### src/rtl/regfile_commit_sched_if.sv
// ----------------------------------------------------------------------------
// regfile_commit_sched_if
//   Bundles the ROB commit ports, the single regfile write port and the
//   issue-side lookup of regfile_commit_sched.
//
//   master : the ROB / issue side. It drives the commits and query_idx, and it
//            observes commit_ready, the write port and the lookup result.
//   slave  : the scheduler.
//
//   Signals
//     c0_*            older commit write (valid, dest idx, value, ROB tag)
//     c1_*            younger commit write (same meaning)
//     commit_ready    ROB may present up to two commits this cycle
//     rob_set_*       regfile write port (idx 0 = no write)
//     query_idx       issue-side lookup register
//     query_hit       a pending write to query_idx exists
//     query_val       value of the youngest pending write to query_idx
// ----------------------------------------------------------------------------
interface regfile_commit_sched_if #(
  parameter int ROB_SIZE_BIT = 4
);
  logic                    c0_valid;
  logic [4:0]              c0_idx;
  logic [31:0]             c0_val;
  logic [ROB_SIZE_BIT-1:0] c0_rob;
  logic                    c1_valid;
  logic [4:0]              c1_idx;
  logic [31:0]             c1_val;
  logic [ROB_SIZE_BIT-1:0] c1_rob;
  logic                    commit_ready;
  logic [4:0]              rob_set_idx;
  logic [31:0]             rob_set_reg_val;
  logic [ROB_SIZE_BIT-1:0] rob_set_recorder;
  logic [4:0]              query_idx;
  logic                    query_hit;
  logic [31:0]             query_val;

  modport master (
    output c0_valid, c0_idx, c0_val, c0_rob,
    output c1_valid, c1_idx, c1_val, c1_rob,
    output query_idx,
    input  commit_ready,
    input  rob_set_idx, rob_set_reg_val, rob_set_recorder,
    input  query_hit, query_val
  );

  modport slave (
    input  c0_valid, c0_idx, c0_val, c0_rob,
    input  c1_valid, c1_idx, c1_val, c1_rob,
    input  query_idx,
    output commit_ready,
    output rob_set_idx, rob_set_reg_val, rob_set_recorder,
    output query_hit, query_val
  );
endinterface

### src/rtl/regfile_commit_sched.sv
// ----------------------------------------------------------------------------
// regfile_commit_sched
//   Write-port scheduler between the ROB commit stage and a single-write-port
//   register file. Up to two retired writes per cycle are accepted, queued in
//   age order and drained one per cycle onto the regfile write port. A
//   combinational lookup exposes retired-but-unwritten values to issue.
//
//   Ports
//     clk_in        system clock, rising edge
//     rst_n_in      asynchronous active-low reset
//     rdy_in        global ready; low freezes all state
//     rob_clear     ROB flush; retired writes are kept and still drain
//     bus           commit / write-port / lookup bundle (slave side)
//     drained       queue empty and output register idle
//     overflow_err  sticky: a commit arrived while not accepted
// ----------------------------------------------------------------------------
module regfile_commit_sched #(
  parameter int ROB_SIZE_BIT = 4,
  parameter int DEPTH        = 4
) (
  input  logic                   clk_in,
  input  logic                   rst_n_in,
  input  logic                   rdy_in,
  input  logic                   rob_clear,
  regfile_commit_sched_if.slave  bus,
  output logic                   drained,
  output logic                   overflow_err
);

  localparam int              PW      = (DEPTH > 1) ? $clog2(DEPTH) : 1;
  localparam int              CW      = PW + 1;
  localparam logic [CW-1:0]   DEPTH_C = CW'(DEPTH);

  typedef struct packed {
    logic [4:0]              idx;
    logic [31:0]             val;
    logic [ROB_SIZE_BIT-1:0] rob;
  } wr_t;

  wr_t           mem [DEPTH];
  wr_t           out_q;
  wr_t           out_next;
  wr_t           c0_w;
  wr_t           c1_w;
  wr_t           enq_a;
  wr_t           enq_b;
  logic [PW-1:0] rd_ptr;
  logic [PW-1:0] wr_ptr;
  logic [CW-1:0] count;
  logic [1:0]    n_enq;
  logic          ready;
  logic          acc0;
  logic          acc1;
  logic          head_vld;
  logic          ovf_evt;

  // A flush only squashes speculative ROB state; everything that reached this
  // block has already retired and must still land in the register file.
  logic unused_rob_clear;
  assign unused_rob_clear = rob_clear;

  // Two free slots guarantee both commits fit even when nothing dequeues.
  assign ready            = rdy_in && ((DEPTH_C - count) >= CW'(2));
  assign bus.commit_ready = ready;

  assign c0_w = '{idx: bus.c0_idx, val: bus.c0_val, rob: bus.c0_rob};
  assign c1_w = '{idx: bus.c1_idx, val: bus.c1_val, rob: bus.c1_rob};

  // Writes to x0 are architecturally void: never queued, never an error.
  assign acc0     = bus.c0_valid && (bus.c0_idx != 5'd0) && ready;
  assign acc1     = bus.c1_valid && (bus.c1_idx != 5'd0) && ready;
  assign ovf_evt  = rdy_in && !ready &&
                    ((bus.c0_valid && (bus.c0_idx != 5'd0)) ||
                     (bus.c1_valid && (bus.c1_idx != 5'd0)));
  assign head_vld = (count != '0);

  // Age order is queue head, then c0, then c1. The oldest goes to the output
  // register, the rest are appended to the queue.
  always_comb begin
    // NOTE: every output of this block gets a default first so no path leaves
    // a variable unassigned, which would otherwise infer a latch.
    out_next = '0;
    enq_a    = '0;
    enq_b    = '0;
    n_enq    = 2'd0;
    if (head_vld) begin
      out_next = mem[rd_ptr];
      if (acc0) begin
        enq_a = c0_w;
        if (acc1) begin
          enq_b = c1_w;
          n_enq = 2'd2;
        end else begin
          n_enq = 2'd1;
        end
      end else if (acc1) begin
        enq_a = c1_w;
        n_enq = 2'd1;
      end
    end else if (acc0) begin
      out_next = c0_w;
      if (acc1) begin
        enq_a = c1_w;
        n_enq = 2'd1;
      end
    end else if (acc1) begin
      out_next = c1_w;
    end
  end

  always_ff @(posedge clk_in or negedge rst_n_in) begin
    // NOTE: sequential state uses non-blocking assignments so every register
    // samples the pre-edge values regardless of statement order.
    if (!rst_n_in) begin
      out_q        <= '0;
      rd_ptr       <= '0;
      wr_ptr       <= '0;
      count        <= '0;
      overflow_err <= 1'b0;
    end else if (rdy_in) begin
      out_q  <= out_next;
      rd_ptr <= rd_ptr + PW'(head_vld);
      wr_ptr <= wr_ptr + PW'(n_enq);
      count  <= count + CW'(n_enq) - CW'(head_vld);
      if (ovf_evt) begin
        overflow_err <= 1'b1;
      end
    end
  end

  // NOTE: queue storage has no reset; count gates every read, so stale slot
  // contents are never observed and the array can map onto plain RAM/flops.
  always_ff @(posedge clk_in) begin
    if (rdy_in) begin
      if (n_enq != 2'd0) begin
        mem[wr_ptr] <= enq_a;
      end
      if (n_enq == 2'd2) begin
        mem[wr_ptr + PW'(1)] <= enq_b;
      end
    end
  end

  assign bus.rob_set_idx      = out_q.idx;
  assign bus.rob_set_reg_val  = out_q.val;
  assign bus.rob_set_recorder = out_q.rob;

  assign drained = (count == '0) && (out_q.idx == 5'd0);

  // Lookup: output register has the lowest priority; queue entries are
  // scanned oldest to youngest so the youngest match overrides earlier ones.
  always_comb begin
    bus.query_hit = 1'b0;
    bus.query_val = '0;
    if (bus.query_idx != 5'd0) begin
      if (out_q.idx == bus.query_idx) begin
        bus.query_hit = 1'b1;
        bus.query_val = out_q.val;
      end
      for (int k = 0; k < DEPTH; k++) begin
        if ((CW'(k) < count) && (mem[rd_ptr + PW'(k)].idx == bus.query_idx)) begin
          bus.query_hit = 1'b1;
          bus.query_val = mem[rd_ptr + PW'(k)].val;
        end
      end
    end
  end

endmodule

### src/flat_wrapper.sv
// flat-port wrapper written by rule: the top's interface ports become plain ports
module regfile_commit_sched_flat 
#(
  parameter int ROB_SIZE_BIT = 4,
  parameter int DEPTH        = 4
)
  (clk_in, rst_n_in, rdy_in, rob_clear, drained, overflow_err, bus_c0_valid, bus_c0_idx, bus_c0_val, bus_c0_rob, bus_c1_valid, bus_c1_idx, bus_c1_val, bus_c1_rob, bus_query_idx, bus_commit_ready, bus_rob_set_idx, bus_rob_set_reg_val, bus_rob_set_recorder, bus_query_hit, bus_query_val);
  regfile_commit_sched_if #(.ROB_SIZE_BIT(ROB_SIZE_BIT)) bus_i ();
  input  logic clk_in;
  input  logic rst_n_in;
  input  logic rdy_in;
  input  logic rob_clear;
  output logic drained;
  output logic overflow_err;
  input wire logic [$bits(bus_i.c0_valid)-1:0] bus_c0_valid;
  input wire logic [$bits(bus_i.c0_idx)-1:0] bus_c0_idx;
  input wire logic [$bits(bus_i.c0_val)-1:0] bus_c0_val;
  input wire logic [$bits(bus_i.c0_rob)-1:0] bus_c0_rob;
  input wire logic [$bits(bus_i.c1_valid)-1:0] bus_c1_valid;
  input wire logic [$bits(bus_i.c1_idx)-1:0] bus_c1_idx;
  input wire logic [$bits(bus_i.c1_val)-1:0] bus_c1_val;
  input wire logic [$bits(bus_i.c1_rob)-1:0] bus_c1_rob;
  input wire logic [$bits(bus_i.query_idx)-1:0] bus_query_idx;
  output wire logic [$bits(bus_i.commit_ready)-1:0] bus_commit_ready;
  output wire logic [$bits(bus_i.rob_set_idx)-1:0] bus_rob_set_idx;
  output wire logic [$bits(bus_i.rob_set_reg_val)-1:0] bus_rob_set_reg_val;
  output wire logic [$bits(bus_i.rob_set_recorder)-1:0] bus_rob_set_recorder;
  output wire logic [$bits(bus_i.query_hit)-1:0] bus_query_hit;
  output wire logic [$bits(bus_i.query_val)-1:0] bus_query_val;
  assign bus_i.c0_valid = bus_c0_valid;
  assign bus_i.c0_idx = bus_c0_idx;
  assign bus_i.c0_val = bus_c0_val;
  assign bus_i.c0_rob = bus_c0_rob;
  assign bus_i.c1_valid = bus_c1_valid;
  assign bus_i.c1_idx = bus_c1_idx;
  assign bus_i.c1_val = bus_c1_val;
  assign bus_i.c1_rob = bus_c1_rob;
  assign bus_i.query_idx = bus_query_idx;
  assign bus_commit_ready = bus_i.commit_ready;
  assign bus_rob_set_idx = bus_i.rob_set_idx;
  assign bus_rob_set_reg_val = bus_i.rob_set_reg_val;
  assign bus_rob_set_recorder = bus_i.rob_set_recorder;
  assign bus_query_hit = bus_i.query_hit;
  assign bus_query_val = bus_i.query_val;
  regfile_commit_sched #(.ROB_SIZE_BIT(ROB_SIZE_BIT), .DEPTH(DEPTH)) u_core (.clk_in(clk_in), .rst_n_in(rst_n_in), .rdy_in(rdy_in), .rob_clear(rob_clear), .bus(bus_i), .drained(drained), .overflow_err(overflow_err));
endmodule
### config.mk
export PLATFORM = sky130hd
export DESIGN_NAME = regfile_commit_sched_flat
export DESIGN_NICKNAME = d
export VERILOG_FILES = /design/src/rtl/regfile_commit_sched_if.sv /design/src/rtl/regfile_commit_sched.sv /design/src/flat_wrapper.sv
export SDC_FILE = /design/constraint.sdc
export NUM_CORES = 1
export LEC_CHECK = 0
export ABC_AREA = 1
export CAP_MARGIN = 20
export CORE_AREA = 2 2 208 210
export CTS_CLUSTER_DIAMETER = 80
export CTS_CLUSTER_SIZE = 25
export DETAILED_ROUTE_END_ITERATION = 16
export DIE_AREA = 0 0 210 212
export PLACE_DENSITY = 0.63
export SYNTH_ARGS = -nofsm -noshare
export SYNTH_HDL_FRONTEND = slang
export SYNTH_SLANG_ARGS = --single-unit
### constraint.sdc
create_clock -name clk_in -period 6.55 [get_ports clk_in]
set_input_delay 1.31 -clock clk_in [delete_from_list [all_inputs] [get_ports clk_in]]
set_output_delay 1.31 -clock clk_in [all_outputs]
set_load 0.01 [all_outputs]
==> results.cfg, run 1 <==
[sta]
period_utilization_pct = 93.54
period_needed_ns = 6.127
rsz0062_at_grt = false
max_freq_mhz = 163.2
totalNegativeSetupSlack_ns = 0
hold_viol = 0
timing_max_transition_violations_final = 0
clock_skew_ns = 0.03034
post-route-worst-setup-slack_ns = 0.4233
max_slew.worst_pin.slew_ns = 1.181
finalSetupViolCount = 0
relSlewSlack_pct = 21.16

[global_routing]
antenna_violations_before_repair = 2
grt_max_degree = 134
global_route.usage.met3_pct = 4.549
global_route.overflow_total = 0
grt_first_pass_wirelength_mm = 97.49
first_global_vias = 17580
grt_busiest_layer = met2
use_met1_pct = 35.20
met2_use_gr_pct = 48.41
track_usage_pct = 28.32

[yosys]
post_synth_inst_count = 2613
post-synth-top-area-cell = sky130_fd_sc_hd__edfxtp_1
synth-main-ff-cell = sky130_fd_sc_hd__edfxtp_1
yosysSeqAreaShare_pct = 36.89
ys_warns = 0
synth.avg_cell_area_um2 = 6.381
post-synth-top-count-cell = sky130_fd_sc_hd__nand2_1
synth_top_cells_by_area = sky130_fd_sc_hd__edfxtp_1 30%, sky130_fd_sc_hd__nand2_1 21%, sky130_fd_sc_hd__nand3_1 13%
synth_async_sr_flop_share_pct = 23.00
ffs_latches_synth = 213
netlist_area_mm2 = 0.01667
ys_top_cells_by_count = 924 x sky130_fd_sc_hd__nand2_1, 427 x sky130_fd_sc_hd__nand3_1, 309 x sky130_fd_sc_hd__o21ai_0
yosys.cell_types.count = 36
synthDominantCellAreaShare_pct = 29.53
postSynthNetCount = 2716
count_of_flip_flops_with_a_built_in_enable_after_synthesis = 164

[setup_path]
cp_common_cell = sky130_fd_sc_hd__nand2_1
timing.critical_path.cells = inv_6 > nand2_1 > nand2_2 > buf_4 > nand2_1 > nand2_1 > nand2_1 > a21oi_4 > nand3_4 > nand3_1 > nand3_1 > a21oi_1 > clkdlybuf4s50_1
crit_path_max_incr_delay_ns = 0.66
worst_setup_path_start_kind = flip-flop
worst-setup-path-type = flip-flop to output pin
buf_inv_stages_crit_path = 3
cp-end-kind = output pin
timing.critical_path.arrival_ns = 4.82
timing.critical_path.depth = 13
cpMaxStageDelayCell = sky130_fd_sc_hd__dfrtp_1
rr_worst_depth = 13
path_max_fanout = 73
cp_data_required_time_ns = 5.24
cpLargestDelayFamily = simple AND/OR/NAND/NOR gates

[clocking]
postCtsSetupRepairBufs = 0
cts_tree = done
num_cts_buffers = 18
cts_buffer_depth = 3
cts-resized-gates = 0
root_buffer = sky130_fd_sc_hd__clkbuf_16
cts.clk_slew.worst_paths_ns = 0.09
h-tree-depth = 1
clkLatencyLatePin_ns = 0.53
clock_sink_count = 213
holdBufCountCts = 0

[hold_path]
timing.hold.worst_path_depth = 1
worst_hold_path_type = flip-flop to flip-flop

[floorplanning]
total_die_area_mm2 = 0.04452
design.core.area_mm2 = 0.04251
std_cell_rows = 76
io-pin-count = 170
die_h_um = 212
die-width_um = 210
initial_utilization_pct = 39.23

[detailed_routing]
drtAntennaViolNets = 0
drt-pass1-iter-count = 6
routed_via_density = 5.708
drt-wirelength-per-cell_um = 19.78
drt_first_iter_violations = 1989
drt_wl_total_mm = 63.38
post-route-drc-count = 0
routed-via-count = 18287

[pwr]
fin_total_pwr_uw = 9211
power_density_mw_per_mm2 = 476.3
vdd_ir_drop_max_uv = 344.7
power.static_leakage_uw = 0.008392

[placed_design]
hpwlAfterDp_mm = 36.49
pre_cts_slack_ns = 0.9200
gpl.final_weighted_congestion = 0.8638
post-place-cells = 3170
placement.io_buffers = 168
placedInstanceArea_mm2 = 0.01868

[finish]
finish.net_count = 2748
flow.area_growth_from_synthesis_pct = 15.99
filler_cell_count = 4319
final_layout_size_suffix_gt1_share_pct = 4.253
finalInstanceArea_mm2 = 0.01934
filler_free_cell_count_of_the_finished_design = 3204

[status]
status = complete, no violations

[job]
drv_cap = 0
## cell usage in the layout (no fill, tap or decap), types with 4 or more instances in the layout
master	n
sky130_fd_sc_hd__a22oi_1	6
sky130_fd_sc_hd__nor2_1	210
sky130_fd_sc_hd__clkbuf_16	19
sky130_fd_sc_hd__edfxtp_1	164
sky130_fd_sc_hd__dfrtp_1	48
sky130_fd_sc_hd__inv_1	139
sky130_fd_sc_hd__o21ai_4	4
sky130_fd_sc_hd__a21oi_1	40
sky130_fd_sc_hd__o21ai_0	305
sky130_fd_sc_hd__xor2_1	9
sky130_fd_sc_hd__nand2_1	923
sky130_fd_sc_hd__buf_4	38
sky130_fd_sc_hd__ha_1	8
sky130_fd_sc_hd__nand3_1	425
sky130_fd_sc_hd__inv_6	4
sky130_fd_sc_hd__nor2_4	11
sky130_fd_sc_hd__inv_2	10
sky130_fd_sc_hd__nor3_1	4
sky130_fd_sc_hd__nand4_1	71
sky130_fd_sc_hd__o21ai_1	13
sky130_fd_sc_hd__clkdlybuf4s50_1	166
## worst register-to-register path, cell delays in order, from the launching register on
cell,delay [ns]
sky130_fd_sc_hd__dfrtp_1,0.38
sky130_fd_sc_hd__inv_1,0.09
sky130_fd_sc_hd__ha_1,0.22
sky130_fd_sc_hd__ha_4,0.26
sky130_fd_sc_hd__or3b_2,0.49
sky130_fd_sc_hd__nand2_1,0.22
sky130_fd_sc_hd__nor2_4,0.07
sky130_fd_sc_hd__ha_1,0.31
sky130_fd_sc_hd__nand2_1,0.05
sky130_fd_sc_hd__o21ai_0,0.29
sky130_fd_sc_hd__o21ai_0,0.16
sky130_fd_sc_hd__buf_4,0.22
sky130_fd_sc_hd__o21ai_4,0.80
sky130_fd_sc_hd__buf_4,0.52
## flip-flops by register name, indices dropped and copies added, names as in the netlist
name,cells
u_core.count,3
u_core.bus.rob_set_recorder,4
u_core.rd_ptr,2
u_core.mem,164
u_core.wr_ptr,2
u_core.bus.rob_set_reg_val,32
u_core.overflow_err,1
u_core.bus.rob_set_idx,5
## power by group
| group | leakage [uW] | internal [uW] | switching, uW |
|---|---|---|---|
| logic | 0.00598 | 1870 | 3960 |
| registers | 0.00210 | 1980 | 189 |
| clock network | 0.000311 | 629 | 582 |
| total | 0.00839 | 4480 | 4730 |
## worst paths after layout
check	startpoint	end	slack (ns)
max	u_core.rd_ptr[1]$_DFFE_PN0P_	bus_query_val[0]	0.42
min	u_core.overflow_err$_DFFE_PN0P_	u_core.overflow_err$_DFFE_PN0P_	0.48
max reg2reg	u_core.count[1]$_DFFE_PN0P_	u_core.mem[1][32]$_DFFE_PP_	2.12
min reg2reg	u_core.overflow_err$_DFFE_PN0P_	u_core.overflow_err$_DFFE_PN0P_	0.48
max in group asynchronous	rst_n_in	u_core.rd_ptr[0]$_DFFE_PN0P_	4.92
min in group asynchronous	rst_n_in	u_core.bus.rob_set_recorder[1]$_DFFE_PN0P_	0.98
## cell families (layout without fill, tap and decap cells)
kind of cell,after synthesis,in the layout,share of synthesized area [%]
simple gates,1656,1656,41.95
flops,213,213,36.89
xor+xnor,12,12,0.6304
other cells,0,1,0
fa+ha+maj,10,10,0.7954
buf+inv,347,391,8.246
compound gates,375,375,11.49
## stage by stage
stage          hold slack (ns)  utilization, %
5_1_grt                 0.5094           45.50
3_3_place_gp            0.4598           43.95
3_5_place_dp            0.4535           43.95
4_1_cts                 0.4748           45.44
6_report                0.4760           45.50
2_1_floorplan           0.4827               -
## per-layer routing
| layer | wire [um] | part of all wire [%] | up-vias |
|---|---|---|---|
| met5 | 0 | 0 | - |
| met4 | 2766 | 4.4 | 0 |
| met3 | 5806 | 9.2 | 192 |
| met2 | 29810 | 47 | 971 |
| met1 | 24990 | 39 | 8373 |
| li1 | - | - | 8751 |
## final cells by class
class	count	area, um^2	area share, %
clock inverter	12	155.1	0.8022
clock buffer	20	479.2	2.478
antenna	1	2.502	0.01294
sequential	213	6155	31.82
tap	546	683.2	3.532
timing repair buffer	209	2017	10.43
inverter	150	568.0	2.937
multi-input combinational	2053	9281	47.99
(Power assumes the default switching activity.)
==> run 2, diff against run 1 <==
- clock period: 6.55 -> 5.8 ns (I/O delays scaled with it)
==> results.cfg, run 2 (synthesized netlist as in run 1, its figures left out) <==
[global_routing]
grt_max_degree = 121
grt_first_pass_wirelength_mm = 94.55
global_route.overflow_total = 0
first_global_vias = 17412
antenna_violations_before_repair = 0
track_usage_pct = 27.55

[setup_path]
reg2reg_setup_slack_ns = 1.82
cp-end-kind = output pin
critPathLaunch = u_core.rd_ptr[0]$_DFFE_PN0P_
rr_worst_depth = 16
worst_setup_path_start_kind = flip-flop
regToRegEndpoint = u_core.mem[2][40]$_DFFE_PP_
path_max_fanout = 34
cp_data_required_time_ns = 4.64
crit_end = bus_query_val[31]
r2r-start = u_core.count[0]$_DFFE_PN0P_
worst-setup-path-type = flip-flop to output pin
timing.critical_path.arrival_ns = 4.27

[finish]
most_flop_heavy_register = u_core.mem
largest_register_ffs = 164
filler_cell_count = 4252
flow.area_growth_from_synthesis_pct = 16.64
finalInstanceArea_mm2 = 0.01945
filler_free_cell_count_of_the_finished_design = 3213
antenna-diode-count = 0
leading_cell_type_in_the_layout_fill_and_taps_excluded = sky130_fd_sc_hd__nand2_1
finish.net_count = 2758
layout_common_cells = 923 x sky130_fd_sc_hd__nand2_1, 425 x sky130_fd_sc_hd__nand3_1, 305 x sky130_fd_sc_hd__o21ai_0
final_layout_size_suffix_gt1_share_pct = 4.612

[placed_design]
gpl.final_weighted_congestion = 0.8522
placement.io_buffers = 168
post-place-cells = 3181
hpwlAfterDp_mm = 37.91
placedInstanceArea_mm2 = 0.01881

[detailed_routing]
drt-pass1-iter-count = 6
drt_first_iter_violations = 1696
drt_wl_total_mm = 62.72
drtAntennaViolNets = 0
drt-wirelength-per-cell_um = 19.52
post-route-drc-count = 0
routed-via-count = 18337
routed_via_density = 5.707

[job]
drv_cap = 0

[sta]
period_needed_ns = 5.435
max_slew.worst_pin.slew_ns = 1.179
relSlewSlack_pct = 21.38
finalSetupViolCount = 0
rsz0062_at_grt = false
hold_viol = 0
period_utilization_pct = 93.71
clock_skew_ns = 0.05195
timing_max_transition_violations_final = 0
max_freq_mhz = 184.0

[status]
status = complete, no violations

[pwr]
power.static_leakage_uw = 0.008456
vdd_ir_drop_max_uv = 402.0
power_density_mw_per_mm2 = 538.2

[clocking]
cts_buffer_depth = 3
cts.clk_slew.worst_paths_ns = 0.10
clock_sink_count = 213
clkLatencyLatePin_ns = 0.54
root_buffer = sky130_fd_sc_hd__clkbuf_16
postCtsSetupRepairBufs = 0
holdBufCountCts = 0
cts-resized-gates = 0
cts_tree = done
h-tree-depth = 1
num_cts_buffers = 18

[floorplanning]
total_die_area_mm2 = 0.04452
design.core.area_mm2 = 0.04251
initial_utilization_pct = 39.23
die-width_um = 210
io-pin-count = 170
std_cell_rows = 76
die_h_um = 212

[hold_path]
worst_hold_path_type = flip-flop to flip-flop
[run 2: changes by cell type in the layout (fill, tap and decap cells not counted), sizes merged]
cell	delta
bufinv	-1
diode	-1
inv	+3
clkbuf	+1
clkinv	-3
buf	+10
[run 2: through the flow]
| stage | hold WS (ns) | TNS [ns] | setup slack, ns | total power, uW | util [%] |
|---|---|---|---|---|---|
| floorplan | 0.4827 | -57.96 | -0.3534 | 6747 | - |
| global placement | 0.4616 | 0 | 0.5126 | 8855 | 44.25 |
| detailed placement | 0.4634 | 0 | 0.5761 | 9012 | 44.26 |
| CTS | 0.4864 | 0 | 0.4422 | 10390 | 45.76 |
| global route | 0.5093 | 0 | 0.1661 | 11300 | 45.76 |
| finish | 0.4852 | 0 | 0.3650 | 10470 | 45.76 |
[run 2: cell type report]
cell class / count / area, um^2 / area share, %
Multi-Input combinational cell: 2053 / 9281 / 47.72
Sequential cell: 213 / 6155 / 31.64
Timing Repair Buffer: 219 / 2130 / 10.95
Tap cell: 546 / 683.2 / 3.512
Inverter: 150 / 565.5 / 2.908
Clock buffer: 21 / 493.0 / 2.535
Clock inverter: 11 / 142.6 / 0.7334
[run 2: how the worst min path moves through the flow]
stage,startpoint,to,cells past startpoint
after floorplan,u_core.wr_ptr[1]$_DFFE_PN0P_,u_core.wr_ptr[1]$_DFFE_PN0P_,1
after global placement,u_core.overflow_err$_DFFE_PN0P_,u_core.overflow_err$_DFFE_PN0P_,1
after detailed placement,u_core.overflow_err$_DFFE_PN0P_,u_core.overflow_err$_DFFE_PN0P_,1
after CTS,u_core.overflow_err$_DFFE_PN0P_,u_core.overflow_err$_DFFE_PN0P_,1
after global routing,u_core.overflow_err$_DFFE_PN0P_,u_core.overflow_err$_DFFE_PN0P_,1
final,u_core.overflow_err$_DFFE_PN0P_,u_core.overflow_err$_DFFE_PN0P_,1
[run 2: worst max-delay path, stage by stage, from the launching register on]
cell and delay [ns]:
sky130_fd_sc_hd__dfrtp_4 0.50, sky130_fd_sc_hd__inv_2 0.32, sky130_fd_sc_hd__nand2_1 0.15, sky130_fd_sc_hd__nand2_2 0.45
sky130_fd_sc_hd__nand2_1 0.14, sky130_fd_sc_hd__nand3_1 0.12, sky130_fd_sc_hd__nand2_1 0.10, sky130_fd_sc_hd__a21oi_4 0.16
sky130_fd_sc_hd__nand3_4 0.46, sky130_fd_sc_hd__nand3_1 0.26, sky130_fd_sc_hd__nand3_1 0.09, sky130_fd_sc_hd__a21oi_1 0.37
sky130_fd_sc_hd__clkdlybuf4s50_1 0.62
[run 2: power by group]
part / internal [uW] / switching (uW) / total [uW]
clock: 692 / 677 / 1370
combinational: 2150 / 4530 / 6680
sequential: 2230 / 184 / 2420
[run 2: metal layers]
layer | GRT usage [%] | wire, um | vias up
li1 | - | - | 8792
met1 | 34.41 | 24890 | 8308
met2 | 47.02 | 28860 | 994
met3 | 3.412 | 5592 | 243
met4 | 14.11 | 3375 | 0
met5 | 0 | 0 | -
